**src/rtl/sd_photo_loader_pkg.sv**
```systemverilog
// Shared definitions for the SD photo loader: FSM states, BMP header size
// and RGB565 field layout.
package sd_photo_loader_pkg;

    typedef enum logic [2:0] {
        IDLE,
        REQ,
        WAIT_HI,
        WAIT_LO,
        DONE
    } state_t;

    // 54-byte BMP header expressed in 16-bit stream words
    localparam int BMP_HDR_WORDS = 27;

    // RGB565 field positions and widths
    localparam int R_LSB = 11;
    localparam int R_W   = 5;
    localparam int G_LSB = 5;
    localparam int G_W   = 6;
    localparam int B_LSB = 0;
    localparam int B_W   = 5;

    // Keep the top bits of each 8-bit channel
    function automatic logic [15:0] pack_rgb565(input logic [7:0] r,
                                                input logic [7:0] g,
                                                input logic [7:0] b);
        logic [15:0] p;
        p = '0;
        p[R_LSB +: R_W] = r[7 -: R_W];
        p[G_LSB +: G_W] = g[7 -: G_W];
        p[B_LSB +: B_W] = b[7 -: B_W];
        return p;
    endfunction

endpackage

```
**src/rtl/sd_photo_loader_bgr_to_rgb565.sv**
```systemverilog
// Skips the BMP header, repacks the 3-word BGR byte stream into RGB565
// pixels and stops writing once the pixel budget is reached.
module bgr_to_rgb565
    import sd_photo_loader_pkg::*;
#(
    parameter int HDR_WORDS = BMP_HDR_WORDS
) (
    input  logic        clk,
    input  logic        rst_n,
    input  logic        clear,
    input  logic        accept,
    input  logic [15:0] data,
    input  logic [23:0] max_pix,
    output logic        wr_en,
    output logic [15:0] wr_data
);

    logic [15:0] word_cnt;
    logic [1:0]  phase;
    logic [7:0]  b0;
    logic [7:0]  g0;
    logic [7:0]  b1;
    logic [23:0] pix_cnt;
    logic        in_hdr;
    logic        room;
    logic [15:0] pix_next;

    assign in_hdr = word_cnt < 16'(HDR_WORDS);
    assign room   = pix_cnt != max_pix;

    // Pixel completed by the word currently on the bus (phase 1 or 2)
    always_comb begin
        pix_next = '0;
        case (phase)
            2'd1:    pix_next = pack_rgb565(data[15:8], g0, b0);
            2'd2:    pix_next = pack_rgb565(data[7:0], data[15:8], b1);
            default: pix_next = '0;
        endcase
    end

    // Header skip, byte staging and registered pixel write
    always_ff @(posedge clk or negedge rst_n) begin
        if (!rst_n) begin
            word_cnt <= '0;
            phase    <= '0;
            b0       <= '0;
            g0       <= '0;
            b1       <= '0;
            pix_cnt  <= '0;
            wr_en    <= 1'b0;
            wr_data  <= '0;
        end else begin
            wr_en <= 1'b0;
            if (clear) begin
                word_cnt <= '0;
                phase    <= '0;
                pix_cnt  <= '0;
            end else if (accept) begin
                if (in_hdr) begin
                    word_cnt <= word_cnt + 16'd1;
                end else begin
                    case (phase)
                        2'd0: begin
                            b0    <= data[15:8];
                            g0    <= data[7:0];
                            phase <= 2'd1;
                        end
                        2'd1, 2'd2: begin
                            if (phase == 2'd1) begin
                                b1    <= data[7:0];
                                phase <= 2'd2;
                            end else begin
                                phase <= 2'd0;
                            end
                            if (room) begin
                                wr_en   <= 1'b1;
                                wr_data <= pix_next;
                                pix_cnt <= pix_cnt + 24'd1;
                            end
                        end
                        default: phase <= 2'd0;
                    endcase
                end
            end
        end
    end

endmodule

```
**src/rtl/sd_photo_loader.sv**
```systemverilog
// Loads one BMP picture from SD: requests consecutive sectors and streams
// the converted RGB565 pixels towards SDRAM.
module sd_photo_loader
    import sd_photo_loader_pkg::*;
#(
    parameter int HDR_WORDS = BMP_HDR_WORDS,
    parameter int SEC_AW    = 32
) (
    input  logic              clk,
    input  logic              rst_n,
    input  logic              start,
    input  logic [SEC_AW-1:0] pic_sec_addr,
    input  logic [15:0]       sd_sec_num,
    input  logic [23:0]       sdram_max_addr,
    input  logic              sd_init_done,
    input  logic              rd_busy,
    input  logic              rd_val_en,
    input  logic [15:0]       rd_val_data,
    output logic              rd_start_en,
    output logic [SEC_AW-1:0] rd_sec_addr,
    output logic              sdram_wr_en,
    output logic [15:0]       sdram_wr_data,
    output logic              busy,
    output logic              done
);

    state_t            state;
    logic [SEC_AW-1:0] base;
    logic [15:0]       sec_num;
    logic [15:0]       sec_cnt;
    logic [15:0]       sec_cnt_inc;
    logic [23:0]       max_pix;
    logic              start_ok;
    logic              accept;

    assign start_ok    = (state == IDLE) && start && sd_init_done;
    assign accept      = rd_val_en && ((state == WAIT_HI) || (state == WAIT_LO));
    assign sec_cnt_inc = sec_cnt + 16'd1;

    // Sector sequencing FSM with registered handshake outputs
    always_ff @(posedge clk or negedge rst_n) begin
        if (!rst_n) begin
            state       <= IDLE;
            rd_start_en <= 1'b0;
            rd_sec_addr <= '0;
            busy        <= 1'b0;
            done        <= 1'b0;
            base        <= '0;
            sec_num     <= '0;
            sec_cnt     <= '0;
            max_pix     <= '0;
        end else begin
            rd_start_en <= 1'b0;
            done        <= 1'b0;
            case (state)
                IDLE: begin
                    if (start_ok) begin
                        base    <= pic_sec_addr;
                        sec_num <= sd_sec_num;
                        max_pix <= sdram_max_addr;
                        sec_cnt <= '0;
                        busy    <= 1'b1;
                        state   <= (sd_sec_num == 16'd0) ? DONE : REQ;
                    end
                end
                REQ: begin
                    if (!rd_busy) begin
                        rd_start_en <= 1'b1;
                        rd_sec_addr <= base + SEC_AW'(sec_cnt);
                        state       <= WAIT_HI;
                    end
                end
                WAIT_HI: begin
                    if (rd_busy) state <= WAIT_LO;
                end
                WAIT_LO: begin
                    if (!rd_busy) begin
                        sec_cnt <= sec_cnt_inc;
                        state   <= (sec_cnt_inc == sec_num) ? DONE : REQ;
                    end
                end
                DONE: begin
                    done  <= 1'b1;
                    busy  <= 1'b0;
                    state <= IDLE;
                end
                default: begin
                    busy  <= 1'b0;
                    state <= IDLE;
                end
            endcase
        end
    end

    bgr_to_rgb565 #(
        .HDR_WORDS(HDR_WORDS)
    ) u_pack (
        .clk     (clk),
        .rst_n   (rst_n),
        .clear   (start_ok),
        .accept  (accept),
        .data    (rd_val_data),
        .max_pix (max_pix),
        .wr_en   (sdram_wr_en),
        .wr_data (sdram_wr_data)
    );

endmodule

```
**config.mk**
```make
export PLATFORM = sky130hd
export DESIGN_NAME = sd_photo_loader
export DESIGN_NICKNAME = d
export VERILOG_FILES = /design/src/rtl/sd_photo_loader_pkg.sv /design/src/rtl/sd_photo_loader_bgr_to_rgb565.sv /design/src/rtl/sd_photo_loader.sv
export SDC_FILE = /design/constraint.sdc
export NUM_CORES = 1
export LEC_CHECK = 0
export ABC_AREA = 1
export CAP_MARGIN = 30
export CORE_UTILIZATION = 60
export CTS_CLUSTER_DIAMETER = 200
export CTS_CLUSTER_SIZE = 20
export DETAILED_ROUTE_END_ITERATION = 10
export PLACE_DENSITY = 0.9
export SYNTH_ARGS = -nofsm -noshare
export SYNTH_HDL_FRONTEND = slang
export SYNTH_HIERARCHICAL = 1
export SYNTH_SLANG_ARGS = --single-unit
```
**constraint.sdc**
```tcl
create_clock -name clk -period 3.9 [get_ports clk]
set_input_delay 0.78 -clock clk [delete_from_list [all_inputs] [get_ports clk]]
set_output_delay 0.78 -clock clk [all_outputs]
set_load 0.05 [all_outputs]
```
Word level (Yosys, flattened, before mapping)

Index checks and enable logic that the tools add are counted.

Register bits: 209
Bits in latches: 0
Bits in writable memories: 0
Memory bits (read-only): 0
Output and inout bits: 52
Logic and storage cells: 98
Memories kept: 0

Add/sub/neg operators: 4
Multipliers: 0
Divide/modulo/power cells: 0
Magnitude comparators: 1
Eq/ne operators: 13
Shifts and indexed selects: 0
Muxes and demuxes: 34
Bitwise gates (word level): 4
Reduce and logical (&&, ||, !) cells: 25

Operators with widths:

| operator                                                               | number |
|---|---|
| 24-bit two-way mux                                                     | 5 |
| 16-bit two-way mux                                                     | 5 |
| 16-bit one-hot mux with 2 select lines                                 | 2 |
| 16-bit by 1-bit adder with 16-bit output (second input constant)       | 2 |
| 32-bit by 16-bit adder with 32-bit output                              | 1 |
| 24-bit by 1-bit adder with 24-bit output (second input constant)       | 1 |
| 24-bit inequality test                                                 | 1 |
| 3-bit two-way mux                                                      | 6 |
| 16-bit == test                                                         | 1 |
| 16-bit zero test                                                       | 1 |
| 16-bit by 5-bit < comparator with 1-bit output (second input constant) | 1 |
| 3-bit one-hot mux with 4 select lines                                  | 1 |
| 4-bit AND reduction                                                    | 3 |
| 2-bit inequality test (second input constant)                          | 5 |
| 2-bit AND reduction                                                    | 5 |
| 5-bit AND reduction                                                    | 2 |
| 2-bit nonzero test                                                     | 5 |
| 1-bit two-way mux                                                      | 9 |
| 2-bit two-way mux                                                      | 4 |
| 3-bit by 2-bit == test with 1-bit output (second input constant)       | 2 |
| 1-bit NOT                                                              | 4 |
| 2-bit one-hot mux with 2 select lines                                  | 1 |
| 3-bit by 1-bit == test with 1-bit output (second input constant)       | 1 |
| 3-bit == test (second input constant)                                  | 1 |
| 10 further kinds                                                       | 12 |

Longest topological paths before layout

Gate-level depths: netlist of the first run.

Depth in word-level cells: 6
Depth in mapped cells: 16
Gate-level depth less buffers: 16

Modules after synthesis

Netlist of the first run, hierarchy kept.

By module, submodules not included:

| module          | times used | cells each | area each (um2) | seq. area each (um2) |
|---|---|---|---|---|
| sd_photo_loader | 1          | 917        | 6,817.8         | 3,153.0 |
| bgr_to_rgb565   | 1          | 630        | 4,386.7         | 1,876.8 |

Least setup slack after synthesis of the first run

No wires, ideal clock.

Path kind: input-to-reg
Start: in sd_init_done
End: reg u_pack.pix_cnt[0]
Library setup time: 119 ps
Data arrival time: 2,246 ps
Slack: 1,535 ps
Cell stages on the path: 9
Buffers on the path: 4
Cells stage by stage: nand3_2 -> inv_2 -> clkbuf_1 -> clkbuf_1 -> inv_1 -> clkbuf_1 -> clkbuf_1 -> nand3_1 -> nand2_1

Longest elaborated chain between the ends: 3
Elaborated cells on any way between the ends: 7
Classes of those cells: eq/ne (1); mux (1); reduce/logical (5)

RTL lines:

| element                                                               | line                                | text |
|---|---|---|
| from (decl)                                                           | sd_photo_loader.sv:15               | `input logic sd_init_done,` |
| 1-bit logical AND *                                                   | sd_photo_loader.sv:36               | `assign start_ok = (state == IDLE) && start && sd_init_done;` |
| named net start_ok                                                    | sd_photo_loader.sv:33               | `logic start_ok;` |
| 2-bit inequality test (no line) or 2-bit nonzero test (tied branches) | n/a                                 |  |
| 4-bit AND reduction (no line)                                         | n/a                                 |  |
| to (signal assigned)                                                  | sd_photo_loader_bgr_to_rgb565.sv:78 | `pix_cnt <= pix_cnt + 24'd1;` |
| to (decl)                                                             | sd_photo_loader_bgr_to_rgb565.sv:23 | `logic [23:0] pix_cnt;` |

The timed path passes the listed nets; every way through them passes the cells marked *.
A chain may end at the register's enable or synchronous reset.

Worst setup path after layout of the first run

Start: reg sec_cnt[0]
End: reg rd_sec_addr[24]

Longest elaborated chain between the ends: 1

RTL lines:

| element                                   | line                  | text |
|---|---|---|
| from (decl)                               | sd_photo_loader.sv:30 | `logic [15:0] sec_cnt;` |
| from (signal assigned)                    | sd_photo_loader.sv:78 | `sec_cnt <= sec_cnt_inc;` |
| 32-bit by 16-bit adder with 32-bit output | sd_photo_loader.sv:69 | `rd_sec_addr <= base + SEC_AW'(sec_cnt);` |
| to (signal assigned)                      | sd_photo_loader.sv:69 |  |
| to (decl)                                 | sd_photo_loader.sv:20 | `output logic [SEC_AW-1:0] rd_sec_addr,` |

Every way passes these cells.

==> results, run 1 <==
- The proportion of layout cells with a drive suffix above 1 is between 3 and 4%.
- The die covers between 15,000 and 20,000 sq um.
- After synthesis, flip-flops and latches occupy 44.9% of the total area.
- The clock passes through at most 3 buffers.
- The finished cells cover 13,200 sq um.
- Compared with the post-synthesis result, the final layout area differs by 17.7%.
- The number of detailed-routing iterations run before antenna repair is 8.
- After synthesis, the share of flip-flops with an asynchronous set or reset is 100%.
- VDD sags by at most between 0.4 and 0.5 mV.
- The final count of pins violating max slew is 0.
- In this run the critical register-to-register path is launched from sec_cnt[0]$_DFFE_PN0P_.
- Counting flops and latches in the post-synthesis netlist gives 201.
- The highest cell delay on the worst timing path is 500 ps.
- A synthesized cell averages around 7.2 sq um.
- The cell sitting at the root of the clock tree is a clkbuf_16.
- The top fanout value on the critical path is 7.
- The signal on the critical path passes through ha_1 -> fa_1 -> nand2_1 -> nand2_1 -> o21ai_1 -> o21ai_2 -> nand2_1 -> nand2_1 -> a21oi_1 -> nor2_1 -> nand2_1 -> nand2_1 -> nand3_1 -> nand2_1.
- The number of antenna violations at the first check in global routing is 0.
- After synthesis the cells add up to about 11,000 sq um.
- For this design the top-level I/O count stands at between 100 and 150.
- The most common cell type on the critical path is nand2_1.
- The initial utilization of the core area, before any placement, comes to 61.7%.
- In this run the tightest slew margin relative to its limit is 47.4%.
- The number of levels the H-tree was split into is 1.
- The count of endpoints failing setup in the final report is 0.
- The setup check on the worst reg-to-reg path leaves a slack of about 1200 ps.
- The first global-routing pass estimated 47,300 microns of wire.
- The slew at the pin closest to its max-slew limit is a little under 800 ps.
- The clock net in this run drives a total of approximately 200 sinks.
- The arrival time reported for the critical path endpoint is 3050 ps.
- Setup repair after global routing left no endpoint under its margin.
- STA classifies the critical path startpoint as a flip-flop.
- After clock tree synthesis, the flow added hold-fix buffers numbering 0.
- The flow ran to the end, but the final reports show violations.
- The post-placement cell area is around 13,000 sq um.
- The pin count of the biggest net entering global routing is between 90 and 100.
- Post-CTS repair changed the size of 0 cells.
- The post-CTS setup buffer count is 0.
- The total nets after synthesis is between 1,500 and 2,000.
- Of the post-synthesis cell area, the dominant cell type holds 44.9%.
- Cells fill between 70% and 80% of the core in the end.
- The number of port buffers is ~140.
- The detailed router finished its first iteration with around 830 violations.
- The standby leakage power is roughly 6.5 nW.
- The total global-route track usage is just under 30%.
- The worst path uses about two thirds of the clock period.
- The number of design rule violations left after detail routing is 11.
- The depth of the worst register-to-register path is 14.
- Once detail routing completed, the nets flagged for antenna violations numbered 0.
- The origin of the worst setup path is sec_cnt[0]$_DFFE_PN0P_.
- The detail-routed net length per standard cell is between 10 and 15 microns.
- The height of the die is between 100 and 150 microns.
- The instance count of the mapped netlist is about 1,500.
- The total area inside the core boundary comes to between 15,000 and 20,000 sq um.
- The start-to-end type of the worst setup path is reg2reg.
- STA puts the critical path data required time at between 4000 and 5000 ps.
- The final reports fail on DRC.
- After synthesis, the netlist uses 47 different library cells.
- Derived from the worst setup path, the maximum achievable clock frequency is ~370 MHz.
- The slowest stage of the critical path is the dfrtp_1 cell.
- From left edge to right edge, the die measures 139 microns.
- Across the routed clock network, the largest skew measured is roughly 26 ps.
- The tightest min-delay check is of the in2async type.
- The vias after detailed routing is approximately 10,000.
- The endpoint of the worst-slack reg-to-reg timing path is rd_sec_addr[24]$_DFFE_PN0P_.
- The number of clock buffers added by TritonCTS is 14.
- The number of flops mapped to enable cells by yosys is 0.
- The power density normalized to cell area is roughly 700 nW/um^2.
- The post-route setup TNS is 0 ps.
- The number of nets at the end of the flow is 1,788.
- The final count of hold timing violations was 0.
- The half-perimeter wire length of the detailed placement result is approximately 20,000 microns.
- The worst path in the final design needs a cycle of roughly 2700 ps, including I/O delays and setup.
- The placer's final routability congestion estimate is 0.958.
- The synthesized design spends more area on one cell type than any other, namely dfrtp_1.
- Clock-pin slew was measured on the worst setup and hold paths at approximately 90 ps.
- The tool flagged a number of max-cap violations equal to 0.
- The kind of end point of the critical path is a flip-flop.
- The TritonCTS clock tree is done.
- The initialized floorplan defines 49 standard-cell rows.
- The remaining global-route overflow is 0.
- The most instantiated flip-flop cell in the synthesis netlist is dfrtp_1.
- In the routed layout, each cell is associated on average with a via count of roughly 5.5.
- The clock reaches the later pin of the worst-skew pair after around 490 ps.
- In the post-synthesis netlist, the biggest area contributors are dfrtp_1, nand2_1, inv_1.
- The via count of the first global-routing pass is 10,000.
- The post-detailed-routing wire length is around 28,000 microns.
- The total number of yosys warnings is 6.
- The repair_antennas step left the layout with diodes totalling 0.
- Counting the fill cells in the layout gives approximately 1,500.
[metal layers]
layer	GRT usage (%)	vias to the layer above	share of wire [%]
met5	0	-	0
met3	3.11	45	6.3
met4	9.47	0	2.2
li1	-	5117	-
met2	48.8	409	47
met1	42.0	4835	45
[state kept, by name, summed over array words and instances, names as in the netlist]
signal           count
u_pack/phase         2
u_pack/pix_cnt      24
u_pack/b1            5
state                3
sec_num             16
u_pack/wr_en         1
busy                 1
sec_cnt             16
done                 1
rd_sec_addr         32
base                32
u_pack/b0            5
u_pack/g0            6
u_pack/wr_data      16
u_pack/word_cnt     16
max_pix             24
rd_start_en          1
[Yosys cell counts, types with 3 or more instances]
master,count
nand3b_1,7
nand4_1,32
xnor2_1,13
clkinv_1,3
nor4_1,4
o21ai_0,97
dfrtp_1,201
nor2_2,8
or2_2,3
buf_1,6
a21oi_1,17
nor3_1,14
o21ai_1,11
inv_2,9
nor2_1,125
nand2_2,4
nand2_1,595
inv_1,173
xor2_1,24
o22ai_1,18
nand3_1,87
a21o_1,5
nor2_4,6
clkbuf_1,25
ha_1,22
buf_6,5
buf_2,4
a22o_1,5
[layout make-up]
class	instances	area (sq um)	area share [%]
Clock inverter	1	20.0	0.152
Clock buffer	16	379	2.87
Inverter	186	701	5.31
Timing Repair Buffer	149	1500	11.4
Multi-Input combinational cell	1119	5270	40.0
Sequential cell	201	5030	38.1
Tap cell	229	287	2.17
[power breakdown]
part	switching, mW	total [mW]	leakage, nW	internal (mW)
sequential	0.636	3.47	2.61	2.83
combinational	2.72	4.18	3.70	1.46
clock	0.740	1.44	0.196	0.704
[worst max path at each step]
stage          slack, ps                       endpoint  cells after the start
2_1_floorplan       1540  u_pack/pix_cnt[0]$_DFFE_PN0P_                      9
3_3_place_gp        1050         sec_cnt[0]$_DFFE_PN0P_                      7
3_5_place_dp         910         sec_cnt[0]$_DFFE_PN0P_                      7
4_1_cts             1260    rd_sec_addr[24]$_DFFE_PN0P_                     14
5_1_grt             1080    rd_sec_addr[24]$_DFFE_PN0P_                     14
6_report            1220    rd_sec_addr[24]$_DFFE_PN0P_                     14
[cell families after synthesis]
| logic type | after synthesis | synth area share (%) |
|---|---|---|
| flip-flops | 201 | 44.9 |
| buffers and inverters | 227 | 8.04 |
| AO/OA/AOI/OAI | 165 | 8.16 |
| adder cells (fa/ha/maj) | 23 | 2.64 |
| XOR/XNOR | 37 | 2.89 |
| AND/OR/NAND/NOR | 894 | 33.4 |
[cells in the final DEF, fill, tap and decap left out, types with 2 or more instances in the layout]
master           instances
nand2_1                595
nor2_1                 125
clkbuf_16               15
a21oi_1                 17
xnor2_1                 13
buf_4                    6
a21o_1                   5
o21ai_1                 11
nand3_1                 87
inv_2                    9
dfrtp_1                201
ha_1                    22
nor3_1                  14
clkinv_1                 3
o21bai_1                 2
or2_2                    3
o21ai_0                 97
inv_1                  173
nand3b_1                 7
clkdlybuf4s50_1        140
nor2_4                   6
nand3_4                  2
o22ai_1                 18
nand3_2                  2
buf_12                   2
nor4_1                   4
nand2_2                  4
o21ai_2                  2
o21a_1                   2
xor2_1                  24
nor2_2                   8
nand4_1                 32
a22o_1                   5
[critical path, delay by kind of cell (launching register included)]
family / cells / cell delay, ps
DFF: 1 / 500
AOI/OAI and AO/OA: 3 / 640
adders and majority gates: 2 / 680
and+or+nand+nor: 9 / 730
[per-stage QoR]
step / total power [mW] / hold slack, ps / std cells / setup slack, ps
floorplan: 6.29 / 445 / 1547 / 1540
global placement: 7.44 / 459 / 1884 / 1050
detailed placement: 7.60 / 467 / 1884 / 910
CTS: 9.08 / 376 / 1901 / 1260
global route: 9.72 / 383 / 1901 / 1080
finish: 9.09 / 321 / 1901 / 1220
Power figures use the tool's default switching activity.
==> run 2, diff against run 1 <==
--- a/config.mk
+++ b/config.mk
@@ -7,11 +7,11 @@
 export LEC_CHECK = 0
 export ABC_AREA = 1
 export CAP_MARGIN = 30
-export CORE_UTILIZATION = 60
+export CORE_UTILIZATION = 56
 export CTS_CLUSTER_DIAMETER = 200
 export CTS_CLUSTER_SIZE = 20
 export DETAILED_ROUTE_END_ITERATION = 10
-export PLACE_DENSITY = 0.9
+export PLACE_DENSITY = 0.85
 export SYNTH_ARGS = -nofsm -noshare
 export SYNTH_HDL_FRONTEND = slang
 export SYNTH_HIERARCHICAL = 1
==> constraint.sdc (replaced) <==
create_clock -name clk -period 2.7 [get_ports clk]
set_input_delay 0.54 -clock clk [delete_from_list [all_inputs] [get_ports clk]]
set_output_delay 0.54 -clock clk [all_outputs]
set_load 0.05 [all_outputs]
==> run 2 against run 1 <==
Net effect: the run now ends clean; final area is 0.80% higher; die area rose by 7.0%; utilization fell by 4.6 points; critical path depth down 2; clock skew is 3.8 ps lower; register-to-register slack worse by 890 ps; sequential cell count is the same; maximum frequency rose by 13%; via count shrank 0.76%; global-route usage is 2.6 points lower; sequential power rose by 44%.
==> results, run 2 (synthesis gave the netlist of run 1 again) <==
- The final period utilization is 87.9% (+19 points).
- TritonCTS built the clock tree.
- The post-CTS setup buffer count is 0 (unchanged).
- The number of core rows was 51 (+4.1%).
- The fraction of power consumed by combinational cells is 46.3% (+0.3 points).
- The met2 demand-to-capacity share in global routing is 43.9% (-4.9 points).
- The clock net sink count came to 201 (unchanged).
- The maximum frequency from static timing analysis was 422 MHz (+13%).
- The vias after detailed routing was 10,300 (-0.76%).
- The category of the worst setup path launch point is a flip-flop.
- The clock edge transition at the registers on the reported setup and hold paths is 80 ps (about the same).
- The library cell used most frequently in the layout, excluding fill and tap cells, is nand2_1.
- The post-route setup TNS came to 0 ps (unchanged).
- The classification of the worst-slack hold path is in2async.
- The final count of hold timing violations came to 0 (unchanged).
- In this run the worst setup path terminates at rd_sec_addr[16]$_DFFE_PN0P_.
- The net switching fraction of the power came to 44.7% (-0.44 points).
- Counting stages on the worst path, the most repeated cell is nand2_1.
- The power density normalized to cell area came to 985 nW/um^2 (+43%).
- The height of the die is 143 microns (+3.5%).
- The internal power was 7.25 mW (+45%).
- The max-slew headroom at the worst pin was 58.6% (+11 points).
- The via count of the first global-routing pass was 9,559 (-4.4%).
- The depth of the worst register-to-register path is 12 (-2).
- The number of levels the H-tree was split into is 1 (unchanged).
- The endpoint of the worst-slack reg-to-reg timing path is rd_sec_addr[16]$_DFFE_PN0P_.
- The total inserted antenna cells was 0 (unchanged).
- The kind of cell adding the most delay to the critical path is compound AO/OA/AOI/OAI gates.
- The remaining global-route overflow is 0 (unchanged).
- The standby leakage power is 6.55 nW (+0.60%).
- The highest cell delay on the worst timing path is 400 ps (-100 ps).
- The number of nets with antenna violations after routing came to 0 (unchanged).
- The effective utilization at floorplan was 57.4% (-4.4 points).
- The maximum clock skew at final layout is 22.0 ps (-3.85 ps).
- The number of antenna violations at the first check in global routing is 1 (+1).
- The net switching power of the design is 5.85 mW (+43%).
- The number of max-capacitance violations reported was 0 (unchanged).
- The global-route track usage on met1 is 38.6% (-3.4 points).
- The post-detailed-routing wire length was 27,300 microns (-2.3%).
- The number of nets at the end of the flow is 1,796 (+0.45%).
- The area used by multi-input combinational logic is 5270 sq um (unchanged).
- The top cell types in the final layout, fill and taps aside, are nand2_1, dfrtp_1, inv_1, clkdlybuf4s50_1, nor2_1.
- The slew at the pin closest to its max-slew limit is 619 ps (-169 ps).
- The final critical delay including setup and external delays came to 2370 ps (-305 ps).
- The top fanout value on the critical path is 4 (-3).
- The synthesis-to-finish area growth is 18.7%.
- The half-perimeter wire length of the detailed placement result was 19,800 microns (-1.6%).
- The path length in cells of the critical path is 12 (-2).
- The worst setup path is of the reg2reg kind.
- The core area is 19,500 sq um (+7.6%).
- The wire length of the first global-routing pass is 45,100 microns (-4.7%).
- The library cell contributing the largest single delay on the critical path is fa_1.
- The post-CTS resize count came to 0 (unchanged).
- The I/O pin count is 146 (unchanged).
- In this run the critical register-to-register path is launched from base[0]$_DFFE_PN0P_.
- The most used routing layer is met2.
- The number of detailed-routing iterations run before antenna repair was 5 (-3).
- Tracing the worst setup path back leads to its startpoint at base[0]$_DFFE_PN0P_.
- The number of buffer and inverter instances along the worst setup path is 1 (+1).
- The worst voltage drop across the vdd grid is 0.521 mV (+11%).
- The number of port buffers was 141 (unchanged).
- The register-to-register path setup slack is 330 ps (-890 ps).
- The arrival time reported for the critical path endpoint was 2730 ps (-320 ps).
- Walking the worst path, the cells encountered are ha_1 -> fa_1 -> nand2_1 -> nand2_1 -> o21ai_1 -> o21ai_2 -> nand2_1 -> nand2_1 -> a21oi_1 -> buf_4 -> xor2_1 -> o21ai_0.
- The total global-route track usage is 27.2% (-2.6 points).
- The full die area is 20,600 sq um (+7.0%).
- The count of endpoints failing setup in the final report came to 0 (unchanged).
- The worst-skew pair later-pin latency was 480 ps (about the same).
- The number of buffers created by CTS is 14 (unchanged).
- The die extent in x came to 143 microns (+3.5%).
- The detail-routed net length per standard cell is 14.0 microns (-4.5%).
- The proportion of layout cells with a drive suffix above 1 is 4.35% (+0.46 points).
- The placer's final routability congestion estimate is 0.914 (-4.6%).
- The pin count of the biggest net entering global routing is 91 (-4.2%).
- The final count of pins violating max slew came to 0 (unchanged).
- Setup repair after global routing left no endpoint under its margin.
- The vias per cell is 5.31 (-3.0%).
- The layout filler cell count was 1,672 (+15%).
- In the final layout, the registers with the most flip-flops are base: 32 flops, rd_sec_addr: 32 flops.
- The buffer levels on the longest clock path is 3 (unchanged).
- The global-route met3 utilization is 3.07% (-0.042 points).
- The worst setup path is captured at a flip-flop.
- The number of design rule violations left after detail routing is 0 (-11).
- The flow ran to the end, and the final reports show no timing, DRC or antenna violations.
- The number of DRC markers after the initial detailed-route iteration is 830 (-0.36%).
- The final standard cell utilization of the core is 68.1% (-4.6 points).
- The clock root buffer is clkbuf_16.
- The data required time of the critical path is 3060 ps (-1210 ps).
- The power share of the clock group is 15.7% (-0.2 points).
- The storage element area is 5030 sq um (unchanged).
- The sequential cell fraction of total power came to 38.0% (about the same).
- The total of hold buffers inserted after clock tree synthesis was 0 (unchanged).
## run 2: power groups by stage
stage / combinational, mW / clock (mW) / sequential [mW]
floorplan: 3.23 / 0 / 5.85
global placement: 5.82 / 0 / 4.96
detailed placement: 6.02 / 0 / 5.01
CTS: 6.05 / 2.10 / 4.97
global route: 6.73 / 2.21 / 5.11
finish: 6.06 / 2.06 / 4.98
## run 2: how the worst min path moves through the flow
stage / end / cells past startpoint
final: u_pack/wr_data[8]$_DFFE_PN0P_ / 1
after global routing: u_pack/wr_data[8]$_DFFE_PN0P_ / 1
after CTS: u_pack/wr_data[8]$_DFFE_PN0P_ / 1
after detailed placement: rd_sec_addr[13]$_DFFE_PN0P_ / 2
after global placement: u_pack/word_cnt[6]$_DFFE_PN0P_ / 2
after floorplan: base[0]$_DFFE_PN0P_ / 0
## run 2: cell type report
cell class	instances	share of cell area, %
Sequential cell	201	37.8
Multi-Input combinational cell	1119	39.7
Inverter	186	5.27
Timing Repair Buffer	157	11.7
Clock inverter	1	0.151
Clock buffer	16	2.85
Tap cell	265	2.49
## run 2: stage by stage
| step | power (mW) | instance area (sq um) | setup slack (ps) | hold slack [ps] | std cells |
|---|---|---|---|---|---|
| floorplan | 9.08 | 11200 | 416 | 244 | 1547 |
| global placement | 10.8 | 12900 | 352 | 458 | 1928 |
| detailed placement | 11.0 | 12900 | 244 | 466 | 1928 |
| CTS | 13.1 | 13300 | 366 | 31.8 | 1945 |
| global route | 14.0 | 13300 | 160 | 46.8 | 1945 |
| finish | 13.1 | 13300 | 328 | 20.9 | 1945 |
## run 2: routing by layer
layer	part of all wire [%]	wire [microns]	up-vias
li1	-	-	5135
met1	46	12600	4792
met2	46	12500	351
met3	5.7	1550	47
met4	2.5	680	2
met5	0.033	9	-
==> run 3, diff against run 2 <==
--- a/config.mk
+++ b/config.mk
@@ -11,7 +11,7 @@
 export CTS_CLUSTER_DIAMETER = 200
 export CTS_CLUSTER_SIZE = 20
 export DETAILED_ROUTE_END_ITERATION = 10
-export PLACE_DENSITY = 0.85
+export PLACE_DENSITY = 0.84
 export SYNTH_ARGS = -nofsm -noshare
 export SYNTH_HDL_FRONTEND = slang
 export SYNTH_HIERARCHICAL = 1
==> run 3 against run 2 <==
Net effect: total power about the same; global-route usage about the same; final area is 0.24% higher; clock power barely moved; sequential power about the same; sequential share of layout area fell by 0.092 points; cell count rose by 0.21%; register-to-register slack worse by 97 ps; critical path depth unchanged; non-clock buffer count is 4 higher; largest cell class unchanged; largest power group unchanged.
==> results, run 3 (synthesis gave the netlist of run 1 again) <==
- The TritonCTS clock tree is done.
- The run finished with clean final reports.
- The layout filler cell count is 1,707 (+2.1%).
- The fraction of power consumed by combinational cells is 46.3% (about the same).
- The worst setup path is captured at a flip-flop.
- The worst voltage drop across the vdd grid is 0.558 mV (+7.2%).
- The number of nets at the end of the flow came to 1,800 (+0.22%).
- STA classifies the critical path startpoint as a flip-flop.
- The number of max-capacitance violations reported came to 0 (unchanged).
- The wire length of the first global-routing pass is 45,100 microns (about the same).
- The number of core rows is 51 (unchanged).
- The I/O pin count is 146 (unchanged).
- The kind of cell adding the most delay to the critical path is compound AO/OA/AOI/OAI gates.
- The final worst-path setup slack is 230 ps (-97.4 ps).
- The top fanout value on the critical path is 4 (unchanged).
- The met2 demand-to-capacity share in global routing is 44.0% (+0.077 points).
- The vias per cell was 5.25 (-1.1%).
- The pin count of the biggest net entering global routing is 56 (-38%).
- The vias after detailed routing is 10,200 (-0.93%).
- The global-route met3 utilization is 2.80% (-0.27 points).
- In the layout the commonest cells are nand2_1, dfrtp_1, inv_1, clkdlybuf4s50_1, nor2_1.
- The power density normalized to cell area is 983 nW/um^2 (-0.15%).
- The die extent in x is 143 microns (unchanged).
- Setup repair after global routing left no endpoint under its margin.
- The post-route setup TNS was 0 ps (unchanged).
- The net switching power of the design came to 5.85 mW (+0.13%).
- The number of antenna violations at the first check in global routing is 0 (-1).
- The storage element area is 5030 sq um (unchanged).
- The height of the die came to 143 microns (unchanged).
- The max-slew headroom at the worst pin is 58.6% (about the same).
- The area used by multi-input combinational logic was 5270 sq um (unchanged).
- The number of detailed-routing iterations run before antenna repair was 5 (unchanged).
- The number of buffer and inverter instances along the worst setup path is 1 (unchanged).
- For this design, the slowest cell found on the critical path is fa_1.
- In the final layout, the registers with the most flip-flops are base: 32 flops, rd_sec_addr: 32 flops.
- The number of DRC markers after the initial detailed-route iteration is 856 (+3.1%).
- The standby leakage power is 6.56 nW (+0.29%).
- The post-CTS resize count is 0 (unchanged).
- The half-perimeter wire length of the detailed placement result was 19,900 microns (+0.48%).
- The slew at the pin closest to its max-slew limit is 619 ps (-0.253 ps).
- The detail-routed net length per standard cell is 14.0 microns (about the same).
- The number of nets with antenna violations after routing was 0 (unchanged).
- The core area was 19,500 sq um (unchanged).
- The full die area is 20,600 sq um (unchanged).
- The synthesis-to-finish area growth is 19.0%.
- The arrival time reported for the critical path endpoint is 2810 ps (+80 ps).
- The via count of the first global-routing pass came to 9,421 (-1.4%).
- The final count of hold timing violations was 0 (unchanged).
- The start-to-end type of the worst setup path is reg2reg.
- The worst-skew pair later-pin latency was 470 ps (about the same).
- The final critical delay including setup and external delays is 2470 ps (+97.4 ps).
- The total power of the final layout is 13.1 mW (about the same).
- The most common cell type on the critical path is nand2_1.
- The number of design rule violations left after detail routing is 0 (unchanged).
- The post-detailed-routing wire length is 27,400 microns (+0.21%).
- The final count of pins violating max slew was 0 (unchanged).
- The final standard cell utilization of the core is 68.3% (+0.17 points).
- The proportion of layout cells with a drive suffix above 1 is 4.51% (+0.17 points).
- The critical path goes through ha_1 -> fa_1 -> nand2_1 -> nand2_1 -> o21ai_1 -> o21ai_2 -> nand2_1 -> nand2_1 -> a21oi_1 -> buf_4 -> xor2_1 -> o21ai_0.
- The total inserted antenna cells is 0 (unchanged).
- The clock edge transition at the registers on the reported setup and hold paths is 90 ps (about the same).
- The pre-CTS worst setup slack is 296 ps (+51.6 ps).
- The leading cell type in the layout, fill and taps excluded is nand2_1.
- The number of buffers created by CTS is 14 (unchanged).
- The internal power came to 7.25 mW (about the same).
- The number of levels the H-tree was split into came to 1 (unchanged).
- The highest cell delay on the worst timing path was 410 ps (about the same).
- The final period utilization is 91.5% (+3.6 points).
- The effective utilization at floorplan is 57.4% (unchanged).
- The global-route track usage on met1 is 39.5% (+0.87 points).
- The placer's final routability congestion estimate was 0.956 (+4.6%).
- The number of port buffers was 141 (unchanged).
- The tightest min-delay check is of the reg2reg type.
- The power share of the clock group came to 15.7% (about the same).
- The net switching fraction of the power is 44.7% (about the same).
- The tree is rooted in a clkbuf_16.
- The clock net sink count was 201 (unchanged).
- In this run the most used layer during global routing was met2.
- The total global-route track usage is 27.3% (+0.049 points).
- The maximum clock skew at final layout is 17.9 ps (-4.19 ps).
- The sequential cell fraction of total power is 38.0% (about the same).
- The remaining global-route overflow is 0 (unchanged).
- The count of endpoints failing setup in the final report is 0 (unchanged).
- The maximum frequency from static timing analysis came to 405 MHz (-3.9%).
- The data required time of the critical path is 3040 ps (-20 ps).
- The buffer levels on the longest clock path came to 3 (unchanged).
-- run 3: worst paths after layout --
| path | start | endpoint | slack (ps) | cells after the start |
|---|---|---|---|---|
| worst max-delay path | base[0]$_DFFE_PN0P_ | rd_sec_addr[16]$_DFFE_PN0P_ | 230 | 12 |
| worst min register to register | u_pack/wr_data[6]$_DFFE_PN0P_ | u_pack/wr_data[6]$_DFFE_PN0P_ | 480 | 2 |
| max in group asynchronous | rst_n | rd_sec_addr[24]$_DFFE_PN0P_ | 1430 | 3 |
| min in group asynchronous | rst_n | sec_num[9]$_DFFE_PN0P_ | 550 | 2 |
| worst max register to register | base[0]$_DFFE_PN0P_ | rd_sec_addr[16]$_DFFE_PN0P_ | 230 | 12 |
| worst min-delay path | u_pack/wr_data[6]$_DFFE_PN0P_ | u_pack/wr_data[6]$_DFFE_PN0P_ | 480 | 2 |
-- run 3: worst reg2reg max path, cell delays in order (launching register included) --
cell and delay (ps):
dfrtp_1 400, ha_1 240, fa_1 410, nand2_1 80
nand2_1 50, o21ai_1 170, o21ai_2 150, nand2_1 100
nand2_1 90, a21oi_1 260, buf_4 170, xor2_1 130
o21ai_0 90
-- run 3: power groups by stage --
stage               Combinational, mW  Sequential (mW)  Clock, mW
finish                           6.07             4.98       2.06
global placement                 5.86             4.96          0
global route                     6.71             5.11       2.21
detailed placement               6.03             5.00          0
floorplan                        3.23             5.85          0
CTS                              6.06             4.96       2.10
-- run 3: metal layers --
| metal | vias to the layer above | part of all wire, % |
|---|---|---|
| met4 | 0 | 1.8 |
| li1 | 5133 | - |
| met1 | 4735 | 47 |
| met5 | - | 0 |
| met3 | 37 | 5.1 |
| met2 | 326 | 46 |
-- run 3: metrics by stage --
step	std cells	hold slack [ps]	area, sq um
after detailed placement	1931	468	12900
after global routing	1949	499	13300
after global placement	1931	460	12900
after CTS	1948	1.02	13300
after floorplan	1547	244	11200
final	1949	484	13300
-- run 3: layout make-up --
class	instances	share of cell area, %
multi-input cells	1119	39.6
flip-flops and latches	201	37.7
repair buffers	161	12.0
inverters	186	5.26
clock buffers	16	2.84
well taps	265	2.49
clock inverters	1	0.150
-- run 3: what timing repair did --
item                      CTS  global route
setup buffers               0             0
hold buffers                0             1
hold endpoints to repair    0             1
